[src/rtl/vga_fb_reader_pkg.sv]
// Shared constants for the frame-buffer read path: scale encodings, pipeline
// depth, RGB332 colours and the colour-bar table.
package vga_fb_reader_pkg;

    typedef enum logic [1:0] {
        SCALE_1X   = 2'b00,
        SCALE_2X   = 2'b01,
        SCALE_4X   = 2'b10,
        SCALE_RSVD = 2'b11
    } scale_e;

    localparam int unsigned PIPE_LAT = 3;

    localparam logic [7:0] RGB_BLACK   = 8'h00;
    localparam logic [7:0] RGB_WHITE   = 8'hFF;
    localparam logic [7:0] RGB_RED     = 8'hE0;
    localparam logic [7:0] RGB_GREEN   = 8'h1C;
    localparam logic [7:0] RGB_BLUE    = 8'h03;
    localparam logic [7:0] RGB_YELLOW  = 8'hFC;
    localparam logic [7:0] RGB_CYAN    = 8'h1F;
    localparam logic [7:0] RGB_MAGENTA = 8'hE3;

    // log2 of the upscale factor; the reserved code behaves as 1x
    function automatic logic [1:0] scale_shift(input scale_e s);
        case (s)
            SCALE_2X: return 2'd1;
            SCALE_4X: return 2'd2;
            default:  return 2'd0;
        endcase
    endfunction

    function automatic logic [7:0] bar_color(input logic [2:0] idx);
        case (idx)
            3'd0:    return RGB_WHITE;
            3'd1:    return RGB_YELLOW;
            3'd2:    return RGB_CYAN;
            3'd3:    return RGB_GREEN;
            3'd4:    return RGB_MAGENTA;
            3'd5:    return RGB_RED;
            3'd6:    return RGB_BLUE;
            default: return RGB_BLACK;
        endcase
    endfunction

    // Threshold compare against constant multiples of the width, so no divider
    function automatic logic [2:0] bar_index(input int unsigned col, input int unsigned cam_x);
        logic [2:0] idx;
        idx = 3'd0;
        for (int unsigned k = 1; k < 8; k++) begin
            if ((col << 3) >= k * cam_x) idx = 3'(k);
        end
        return idx;
    endfunction

endpackage

[src/rtl/vga_fb_reader_axis_counter.sv]
// Per-axis upscale counter: sub-scale counter, saturating index and a base
// accumulator stepped by STRIDE each time the sub-counter wraps.
module fb_axis_counter
    import vga_fb_reader_pkg::*;
#(
    parameter int unsigned IW      = 8,
    parameter int unsigned BW      = 8,
    parameter int unsigned SAT_MAX = 160,
    parameter int unsigned STRIDE  = 1
) (
    input  logic          clk,
    input  logic          rst,
    input  logic          restart,
    input  logic          step,
    input  logic [1:0]    scale,
    output logic [BW-1:0] base
);

    logic [1:0]    sub_q, sub_cur, sub_max;
    logic [IW-1:0] idx_q, idx_cur;
    logic [BW-1:0] base_q;
    logic          wrap, saturate;

    // restart takes effect in the same cycle, so the current position already sees zero
    always_comb begin
        sub_cur = restart ? '0 : sub_q;
        idx_cur = restart ? '0 : idx_q;
        base    = restart ? '0 : base_q;
        case (scale)
            2'd1:    sub_max = 2'd1;
            2'd2:    sub_max = 2'd3;
            default: sub_max = 2'd0;
        endcase
        wrap     = step && (sub_cur == sub_max);
        saturate = (idx_cur == IW'(SAT_MAX));
    end

    always_ff @(posedge clk or posedge rst) begin
        if (rst) begin
            sub_q  <= '0;
            idx_q  <= '0;
            base_q <= '0;
        end else begin
            sub_q  <= sub_cur;
            idx_q  <= idx_cur;
            base_q <= base;
            if (step) begin
                if (wrap) begin
                    sub_q <= '0;
                    if (!saturate) idx_q <= idx_cur + IW'(1);
                    if (idx_cur < IW'(SAT_MAX - 1)) base_q <= base + BW'(STRIDE);
                end else begin
                    sub_q <= sub_cur + 2'd1;
                end
            end
        end
    end

endmodule

[src/rtl/vga_fb_reader.sv]
// Frame-buffer read address generator and pixel formatter with 1x/2x/4x upscale.
// Optional colour-bar source enabled by VGA_FB_READER_TEST_PATTERN_EN.
module vga_fb_reader
    import vga_fb_reader_pkg::*;
#(
    parameter int unsigned CAM_SCREEN_X = 160,
    parameter int unsigned CAM_SCREEN_Y = 120,
    parameter int unsigned AW           = 15,
    parameter int unsigned DW           = 8,
    parameter int unsigned H_ACTIVE     = 640,
    parameter int unsigned V_ACTIVE     = 480
) (
    input  logic          clk,
    input  logic          rst,
    input  logic [9:0]    pos_x,
    input  logic [8:0]    pos_y,
    input  logic [1:0]    scale_sel,
    input  logic [DW-1:0] border_color,
    output logic [AW-1:0] mem_addr,
    input  logic [DW-1:0] mem_data,
    output logic [DW-1:0] pixel_out,
    output logic          in_window
`ifdef VGA_FB_READER_TEST_PATTERN_EN
    ,
    input  logic          test_pattern
`endif
);

    localparam int unsigned CW = $clog2(CAM_SCREEN_X + 1);
    localparam int unsigned RW = $clog2(CAM_SCREEN_Y + 1);

    scale_e        scale_q, scale_cur;
    logic          started_q, active;
    logic          frame_start, line_start, x_in, y_in, win, row_step;
    logic          win_d1, win_d2;
    logic [1:0]    sh;
    logic [15:0]   win_w, win_h;
    logic [CW-1:0] col;
    logic [AW-1:0] row_base;
    logic [DW-1:0] src;

    // Frame start uses the incoming scale immediately so pixel (0,0) already steps at the new rate
    always_comb begin
        frame_start = (pos_x == '0) && (pos_y == '0);
        line_start  = (pos_x == '0);
        scale_cur   = frame_start ? scale_e'(scale_sel) : scale_q;
        sh          = scale_shift(scale_cur);
        win_w       = 16'(CAM_SCREEN_X) << sh;
        win_h       = 16'(CAM_SCREEN_Y) << sh;
        x_in        = {6'd0, pos_x} < win_w;
        y_in        = {7'd0, pos_y} < win_h;
        active      = started_q || frame_start;
        win         = active && x_in && y_in;
        row_step    = active && y_in && (pos_x == 10'(H_ACTIVE - 1))
                      && ({7'd0, pos_y} < 16'(V_ACTIVE));
    end

    fb_axis_counter #(
        .IW(CW), .BW(CW), .SAT_MAX(CAM_SCREEN_X), .STRIDE(1)
    ) u_x_cnt (
        .clk(clk), .rst(rst), .restart(line_start), .step(win), .scale(sh), .base(col)
    );

    fb_axis_counter #(
        .IW(RW), .BW(AW), .SAT_MAX(CAM_SCREEN_Y), .STRIDE(CAM_SCREEN_X)
    ) u_y_cnt (
        .clk(clk), .rst(rst), .restart(frame_start), .step(row_step), .scale(sh), .base(row_base)
    );

`ifdef VGA_FB_READER_TEST_PATTERN_EN
    logic       tp_q, tp_cur, tp_d1, tp_d2;
    logic [2:0] bar_d1, bar_d2;

    assign tp_cur = frame_start ? test_pattern : tp_q;

    always_ff @(posedge clk or posedge rst) begin
        if (rst) begin
            tp_q   <= 1'b0;
            tp_d1  <= 1'b0;
            tp_d2  <= 1'b0;
            bar_d1 <= '0;
            bar_d2 <= '0;
        end else begin
            if (frame_start) tp_q <= test_pattern;
            tp_d1  <= tp_cur;
            tp_d2  <= tp_d1;
            bar_d1 <= bar_index(32'(col), CAM_SCREEN_X);
            bar_d2 <= bar_d1;
        end
    end

    assign src = tp_d2 ? DW'(bar_color(bar_d2)) : mem_data;
`else
    assign src = mem_data;
`endif

    always_ff @(posedge clk or posedge rst) begin
        if (rst) begin
            scale_q   <= SCALE_1X;
            started_q <= 1'b0;
            mem_addr  <= '0;
            win_d1    <= 1'b0;
            win_d2    <= 1'b0;
            pixel_out <= '0;
            in_window <= 1'b0;
        end else begin
            if (frame_start) begin
                scale_q   <= scale_cur;
                started_q <= 1'b1;
            end
            mem_addr  <= win ? (row_base + AW'(col)) : '0;
            win_d1    <= win;
            win_d2    <= win_d1;
            pixel_out <= win_d2 ? src : border_color;
            in_window <= win_d2;
        end
    end

endmodule

[config.mk]
export PLATFORM = sky130hd
export DESIGN_NAME = vga_fb_reader
export DESIGN_NICKNAME = d
export VERILOG_FILES = /design/src/rtl/vga_fb_reader_pkg.sv /design/src/rtl/vga_fb_reader_axis_counter.sv /design/src/rtl/vga_fb_reader.sv
export SDC_FILE = /design/constraint.sdc
export NUM_CORES = 1
export LEC_CHECK = 0
export ABC_AREA = 0
export BUFFER_PORTS_ARGS = -buffer_cell sky130_fd_sc_hd__buf_2
export CAP_MARGIN = 20
export CORE_MARGIN = 4
export CORE_UTILIZATION = 52
export DETAILED_ROUTE_END_ITERATION = 10
export PLACE_DENSITY = 0.86
export REMOVE_ABC_BUFFERS = 1
export SLEW_MARGIN = 40
export SYNTH_ARGS = -nofsm -noshare
export SYNTH_HDL_FRONTEND = slang
export SYNTH_SLANG_ARGS = --single-unit
[constraint.sdc]
create_clock -name clk -period 2.7 [get_ports clk]
set_clock_uncertainty 0.1 [all_clocks]
set_input_delay 0.675 -clock clk [delete_from_list [all_inputs] [get_ports clk]]
set_output_delay 0.675 -clock clk [all_outputs]
set_load 0.01 [all_outputs]
# == Yosys cells after proc, flatten, opt, wreduce, memory -nomap -nowiden ==
# Cells that the tools add are included.
# totals
regBits,71
in_bits,39
out_inout_bits,24
elab_cells,74
# classes
addsub,7
magnitude_cmp,5
eq_ne,9
shifts,2
mux,27
reduce_logical,11
# ops
operator,count
2-to-1 mux 15 bit,5
2-to-1 mux 8 bit,9
2-to-1 mux 7 bit,4
adder 8 x 1 -> 8 bit (second input constant),2
< comparator 10 x 16 -> 1 bit,1
< comparator 9 x 16 -> 1 bit,1
<< shifter 7 x 2 -> 16 bit (first input constant),1
<< shifter 8 x 2 -> 16 bit (first input constant),1
adder 15 x 8 -> 15 bit,1
adder 15 x 8 -> 15 bit (second input constant),1
2-to-1 mux 2 bit,7
equality test 10 bit (second input constant),1
logical NOT 10 bit,1
logical NOT 9 bit,1
< comparator 9 bit (second input constant),1
equality test 8 bit (second input constant),1
logical AND 1 bit,8
< comparator 8 bit (second input constant),1
case mux 2 bit (2 select lines),2
adder 7 x 1 -> 7 bit (second input constant),1
equality test 7 bit (second input constant),1
< comparator 7 bit (second input constant),1
adder 2 x 1 -> 2 bit (second input constant),2
equality test 2 x 1 -> 1 bit (second input constant),2
other kinds (3),5

# == Longest topological paths before layout ==
# depth
ltp_word,13
mapped_depth,19
mapped_depth_nobuf,15

# == Modules after synthesis ==
# From an unflattened synthesis, not the netlist that was laid out.
# unflattened
hier_cells,415
area_unflattened_um2,4241.6
# by_module_without_submodules
module,instances,cells_per_inst,area_per_inst_um2,seq_area_each_um2
vga_fb_reader,1,181,1878.1,725.7
fb_axis_counter at u_y_cnt,1,124,1275.0,600.6
fb_axis_counter at u_x_cnt,1,110,1088.5,450.4

# == Worst setup path before layout ==
# Ideal clock, no wire load.
# synth_timing
path_type,input-to-reg
start,input port pos_x[1]
end,register u_y_cnt.idx_q[1]
setup_time_ps,128
arrival_time_ps,4143
path_slack_ps,-1671
stages,17
n_path_buf,2
path_cell_list,nor4_2 > nand3_2 > nor2_1 > clkbuf_1 > nand2_1 > nand2_1 > inv_1 > ha_1 > and2_1 > clkbuf_1 > ha_1 > a21oi_1 > nand2_1 > a21oi_1 > o2111ai_1 > a31oi_1 > mux2_1
# synth_between
elab_chain_cells,13
# synth_lines
element,line,text
start: declaration,vga_fb_reader.sv:15,"input logic [9:0] pos_x,"
logical NOT 10 bit *,vga_fb_reader.sv:44,frame_start = (pos_x == '0) && (pos_y == '0);
logical AND 1 bit *,vga_fb_reader.sv:44,
2-to-1 mux 2 bit *,vga_fb_reader.sv:46,scale_cur = frame_start ? scale_e'(scale_sel) : scale_q;
net scale_cur[0],vga_fb_reader.sv:32,"scale_e scale_q, scale_cur;"
equality test 2 bit or equality test 2 x 1 -> 1 bit (tied branches),vga_fb_reader_pkg.sv:25,case (s)
case mux 2 bit (2 select lines) *,vga_fb_reader_pkg.sv:25,
<< shifter 7 x 2 -> 16 bit,vga_fb_reader.sv:49,win_h = 16'(CAM_SCREEN_Y) << sh;
< comparator 9 x 16 -> 1 bit,vga_fb_reader.sv:51,"y_in = {7'd0, pos_y} < win_h;"
logical AND 1 bit (2 in series),vga_fb_reader.sv:54,row_step = active && y_in && (pos_x == 10'(H_ACTIVE - 1))
logical AND 1 bit,vga_fb_reader.sv:55,"&& ({7'd0, pos_y} < 16'(V_ACTIVE));"
logical AND 1 bit,vga_fb_reader_axis_counter.sv:34,wrap = step && (sub_cur == sub_max);
2-to-1 mux 7 bit,vga_fb_reader_axis_counter.sv:48,if (wrap) begin
2-to-1 mux 7 bit *,vga_fb_reader_axis_counter.sv:47,if (step) begin
end signal: assignment,vga_fb_reader_axis_counter.sv:45,idx_q <= idx_cur;
end signal: assignment,vga_fb_reader_axis_counter.sv:50,if (!saturate) idx_q <= idx_cur + IW'(1);
end: declaration,vga_fb_reader_axis_counter.sv:20,"logic [IW-1:0] idx_q, idx_cur;"
# The timed path passes the listed nets; every way through them passes the cells marked *.
# A chain may end at the register's enable or synchronous reset.

# == Worst setup path in the final report ==
# layout_timing
start,input port pos_x[5]
end,register mem_addr[12]
# layout_between
elab_chain_cells,10
# layout_lines
element,line,text
logical NOT 10 bit *,vga_fb_reader.sv:44,
logical AND 1 bit *,vga_fb_reader.sv:44,
2-to-1 mux 2 bit *,vga_fb_reader.sv:46,
net scale_cur[1],vga_fb_reader.sv:32,
equality test 2 bit or equality test 2 x 1 -> 1 bit (tied branches),vga_fb_reader_pkg.sv:25,
case mux 2 bit (2 select lines) *,vga_fb_reader_pkg.sv:25,
<< shifter 8 x 2 -> 16 bit,vga_fb_reader.sv:48,win_w = 16'(CAM_SCREEN_X) << sh;
< comparator 10 x 16 -> 1 bit,vga_fb_reader.sv:50,"x_in = {6'd0, pos_x} < win_w;"
logical AND 1 bit,vga_fb_reader.sv:53,win = active && x_in && y_in;
logical AND 1 bit *,vga_fb_reader.sv:53,
2-to-1 mux 15 bit *,vga_fb_reader.sv:111,mem_addr <= win ? (row_base + AW'(col)) : '0;
end signal: assignment,vga_fb_reader.sv:111,
end: declaration,vga_fb_reader.sv:19,"output logic [AW-1:0] mem_addr,"
# Marked as above.

==> results.json <==
{
  "netlist_instances": 406,
  "area.growth.synth_to_final_pct": 65.1,
  "post-place-ws_ns": -1.42,
  "clock.fmax_ghz": 0.268,
  "asyncSetResetFlopFracSynth_pct": 100,
  "grt_pass1_vias": 4550,
  "r2r-start": "scale_q[0]",
  "cts_tree": "built",
  "drc": 0,
  "netSwitchingFraction_pct": 25.3,
  "synth_xor_xnor_area_share_pct": 5.87,
  "path_clk_slew_ns": 0.09,
  "share_of_cell_area_taken_by_muxes_after_synthesis_pct": 4.38,
  "half_perimeter_wire_length_after_detailed_placement_mm": 7.24,
  "detailedRoute.firstIterationViolations": 456,
  "adder_cell_share_of_the_synthesized_area_pct": 8.88,
  "synth_compound_gate_area_share_pct": 12.4,
  "max-slew-margin-rel_pct": 43.0,
  "clockPowerShare_pct": 43.0,
  "route.antenna.remaining_nets": 0,
  "worst_r2r_endpoint": "mem_addr[12]",
  "clk-insertion-delay-late_ns": 0.37,
  "syn_area_um2": 4030,
  "initial_antenna_violation_count": 1,
  "yosys.area_share.simple_pct": 21.4,
  "ys_dominant_reg_cell": "sky130_fd_sc_hd__dfrtp_1",
  "timing.setup.critical_path_class": "input port to register",
  "floorplan.rows": 31,
  "final_common_cell": "sky130_fd_sc_hd__buf_4",
  "main_combinational_cell_family_by_area_after_synthesis": "simple AND/OR/NAND/NOR gates",
  "timing.critical_path.arrival_ns": 3.93,
  "worstSetupStartpointType": "input port",
  "reg2regPathDepth": 17,
  "track_usage_pct": 31.1,
  "route.detailed.wl_per_inst_um": 23.3,
  "rrSetupSlack_ns": -0.23,
  "tns_ns": -49.06,
  "clock_path_buffers": 2,
  "synthesis_warnings": 0,
  "die_width_um": 96.1,
  "p_int_w": 0.00164,
  "viasPerCell": 6.45,
  "postRouteWirelength_mm": 16.4,
  "max-vdd-ir-drop_uv": 299,
  "vias": 4560,
  "hold_viol_final": 0,
  "filler_cells_inserted": 300,
  "synth_seq_area_share_pct": 44.1,
  "cts_made_buffers": 9,
  "remaining_global_route_overflow": 0,
  "worstPathRequired_ns": 2.90,
  "layout.cells.most_common_list": "sky130_fd_sc_hd__buf_4, sky130_fd_sc_hd__dfrtp_1, sky130_fd_sc_hd__buf_2, sky130_fd_sc_hd__buf_6, sky130_fd_sc_hd__nand2_1",
  "finalSetupViolCount": 53,
  "run_status": "complete, but fails checks",
  "floorplan.initialDensity_pct": 54.4,
  "switchingPower_w": 0.000555,
  "rsz0062_at_grt": "yes",
  "final_min_period_over_clock_period_pct": 138,
  "final_net_count": 670,
  "portBuffers": 62,
  "antenna_cells": 0,
  "design.die.area_um2": 9230,
  "violations": "negative setup slack",
  "final-max-slew-violation-count": 0,
  "power_w": 0.00219,
  "setup_slack_ns": -1.03,
  "synth.avg_cell_area_um2": 9.93,
  "final_core_util_pct": 89.9,
  "synth_edf_count": 0,
  "max_cap_violations": 0,
  "hold_path_class": "input port to async pin",
  "ioPinCount": 63,
  "final_weighted_congestion_in_routability_driven_placement": 0.811,
  "pin_count_of_the_biggest_net_entering_global_routing": 46,
  "synth_cell_type_count": 50,
  "comb_power_share_pct": 8.3,
  "placeableCoreArea_um2": 7410,
  "final_cell_area_um2": 6660,
  "pwr_density_cell_nw_per_um2": 330,
  "actual_transition_at_the_worst_max_transition_pin_ns": 0.846,
  "clock-sinks": 71,
  "post-route-min-period_ns": 3.73,
  "synthesis_stage_register_bit_count": 71,
  "first_pass_grt_wire_length_mm": 21.8,
  "share_of_power_burned_in_registers_pct": 48.8,
  "firstDrtPassIters": 8,
  "crit_path_max_fanout": 4,
  "setup.worst_path.end_class": "register",
  "htree_levels": 3,
  "final_layout_size_suffix_gt1_share_pct": 57.9,
  "leakage_power_of_the_design_nw": 3.18,
  "cts_root_buffer": "sky130_fd_sc_hd__clkbuf_8",
  "placed_area_um2": 5100,
  "chipHeight_um": 96.1
}
[per-stage QoR]
step / std cells / hold slack, ns
final: 707 / 0.244
after global routing: 707 / 0.263
after CTS: 709 / 0.255
after detailed placement: 645 / 0.243
after global placement: 645 / 0.237
after floorplan: 395 / 0.231
[synthesized netlist by cell type, types with 2 or more instances]
master / number / area [um^2]
sky130_fd_sc_hd__inv_1: 17 / 63.8
sky130_fd_sc_hd__clkbuf_1: 7 / 26.3
sky130_fd_sc_hd__nor4_1: 3 / 18.8
sky130_fd_sc_hd__o21a_1: 4 / 30.0
sky130_fd_sc_hd__xnor2_1: 14 / 123
sky130_fd_sc_hd__ha_1: 27 / 338
sky130_fd_sc_hd__o21bai_1: 2 / 15.0
sky130_fd_sc_hd__xor2_1: 13 / 114
sky130_fd_sc_hd__nand3_1: 13 / 65.1
sky130_fd_sc_hd__nand4_1: 9 / 56.3
sky130_fd_sc_hd__a21oi_1: 27 / 135
sky130_fd_sc_hd__o31ai_1: 8 / 60.1
sky130_fd_sc_hd__a211oi_2: 2 / 25.0
sky130_fd_sc_hd__or3_1: 8 / 50.1
sky130_fd_sc_hd__nor4_2: 4 / 50.1
sky130_fd_sc_hd__nor3_1: 10 / 50.1
sky130_fd_sc_hd__o211ai_1: 4 / 30.0
sky130_fd_sc_hd__o21ai_0: 12 / 60.1
sky130_fd_sc_hd__or4_1: 7 / 52.6
sky130_fd_sc_hd__and4b_1: 2 / 20.0
sky130_fd_sc_hd__mux2_1: 2 / 22.5
sky130_fd_sc_hd__mux2_2: 11 / 124
sky130_fd_sc_hd__or2_2: 3 / 18.8
sky130_fd_sc_hd__mux2i_1: 3 / 30.0
sky130_fd_sc_hd__o21ba_2: 2 / 20.0
sky130_fd_sc_hd__nor2_1: 31 / 116
sky130_fd_sc_hd__and2_1: 18 / 113
sky130_fd_sc_hd__buf_2: 2 / 10.0
sky130_fd_sc_hd__nand2b_1: 3 / 18.8
sky130_fd_sc_hd__a21o_1: 4 / 30.0
sky130_fd_sc_hd__dfrtp_1: 71 / 1780
sky130_fd_sc_hd__and3_1: 8 / 50.1
sky130_fd_sc_hd__a31oi_1: 3 / 18.8
sky130_fd_sc_hd__o2111ai_1: 3 / 26.3
sky130_fd_sc_hd__nand2_1: 34 / 128
[layout make-up]
cell class / instances / area [um^2] / area share (%)
clock buffers: 12 / 155 / 2.33
clock inverters: 4 / 52.6 / 0.789
inverters: 17 / 68.8 / 1.03
multi-input cells: 307 / 2960 / 44.5
flip-flops and latches: 71 / 1780 / 26.7
well taps: 99 / 124 / 1.86
repair buffers: 197 / 1520 / 22.8
[flip-flops by register name (all words and copies together), names as in the netlist, 2 cells and up]
| register | cells |
|---|---|
| scale_q | 2 |
| u_y_cnt.base_q | 15 |
| mem_addr | 15 |
| u_x_cnt.idx_q | 8 |
| pixel_out | 8 |
| u_y_cnt.idx_q | 7 |
| u_x_cnt.sub_q | 2 |
| u_x_cnt.base_q | 8 |
| u_y_cnt.sub_q | 2 |
[power by group through the flow]
| stage | Clock, W | Combinational, W | Sequential (W) |
|---|---|---|---|
| 3_3_place_gp | 0 | 0.000117 | 0.00109 |
| 2_1_floorplan | 0 | 0.0000402 | 0.00109 |
| 6_report | 0.000943 | 0.000182 | 0.00107 |
| 3_5_place_dp | 0 | 0.000123 | 0.00109 |
| 5_1_grt | 0.000982 | 0.000194 | 0.00107 |
| 4_1_cts | 0.000899 | 0.000153 | 0.00107 |
[worst max-delay path, cell delays in order]
cell and delay (ns):
sky130_fd_sc_hd__buf_6 0.10, sky130_fd_sc_hd__nor4_4 0.34, sky130_fd_sc_hd__buf_4 0.18, sky130_fd_sc_hd__and3_4 0.21, sky130_fd_sc_hd__nand2_4 0.08, sky130_fd_sc_hd__nand2_4 0.09, sky130_fd_sc_hd__nand2_4 0.07, sky130_fd_sc_hd__buf_4 0.13
sky130_fd_sc_hd__buf_4 0.12, sky130_fd_sc_hd__ha_2 0.19, sky130_fd_sc_hd__inv_2 0.07, sky130_fd_sc_hd__ha_1 0.25, sky130_fd_sc_hd__a21oi_1 0.20, sky130_fd_sc_hd__nor2_1 0.08, sky130_fd_sc_hd__nor2_2 0.18, sky130_fd_sc_hd__buf_4 0.15
sky130_fd_sc_hd__buf_4 0.09, sky130_fd_sc_hd__buf_4 0.11, sky130_fd_sc_hd__and2_4 0.20, sky130_fd_sc_hd__nand3_4 0.14, sky130_fd_sc_hd__buf_6 0.17, sky130_fd_sc_hd__nor2_4 0.09
[worst max path at each step]
stage / start / endpoint / slack [ns] / cells after the start
3_5_place_dp: pos_x[1] / u_y_cnt.base_q[14] / -1.42 / 16
3_3_place_gp: pos_x[1] / u_y_cnt.base_q[14] / -1.22 / 16
4_1_cts: pos_x[9] / u_y_cnt.base_q[11] / -0.84 / 17
5_1_grt: pos_x[5] / mem_addr[12] / -1.13 / 18
2_1_floorplan: pos_x[1] / u_x_cnt.idx_q[1] / -1.87 / 15
6_report: pos_x[5] / mem_addr[12] / -1.03 / 22
[routing by layer]
layer | global-route usage (%) | wire [um] | part of all wire [%]
met2 | 56.9 | 8160 | 50
met3 | 7.27 | 1370 | 8.3
met4 | 16.9 | 1170 | 7.1
met1 | 32.6 | 5720 | 35
met5 | 0 | 12 | 0.073
[logic make-up after synthesis]
kind of cell,count (synthesis)
compound gates,77
xor+xnor,27
fa+ha+maj,28
buf+inv,28
flops,71
mux,16
simple gates,159
[what timing repair did]
item                                   CTS  global route
hold buffers                             0             0
setup buffers                           46            17
gates resized for setup                145            84
pin swaps                               75            58
setup endpoints to repair               53            54
gates cloned                             2             0
endpoints found under the hold margin    0             0
(Power assumes the default switching activity.)
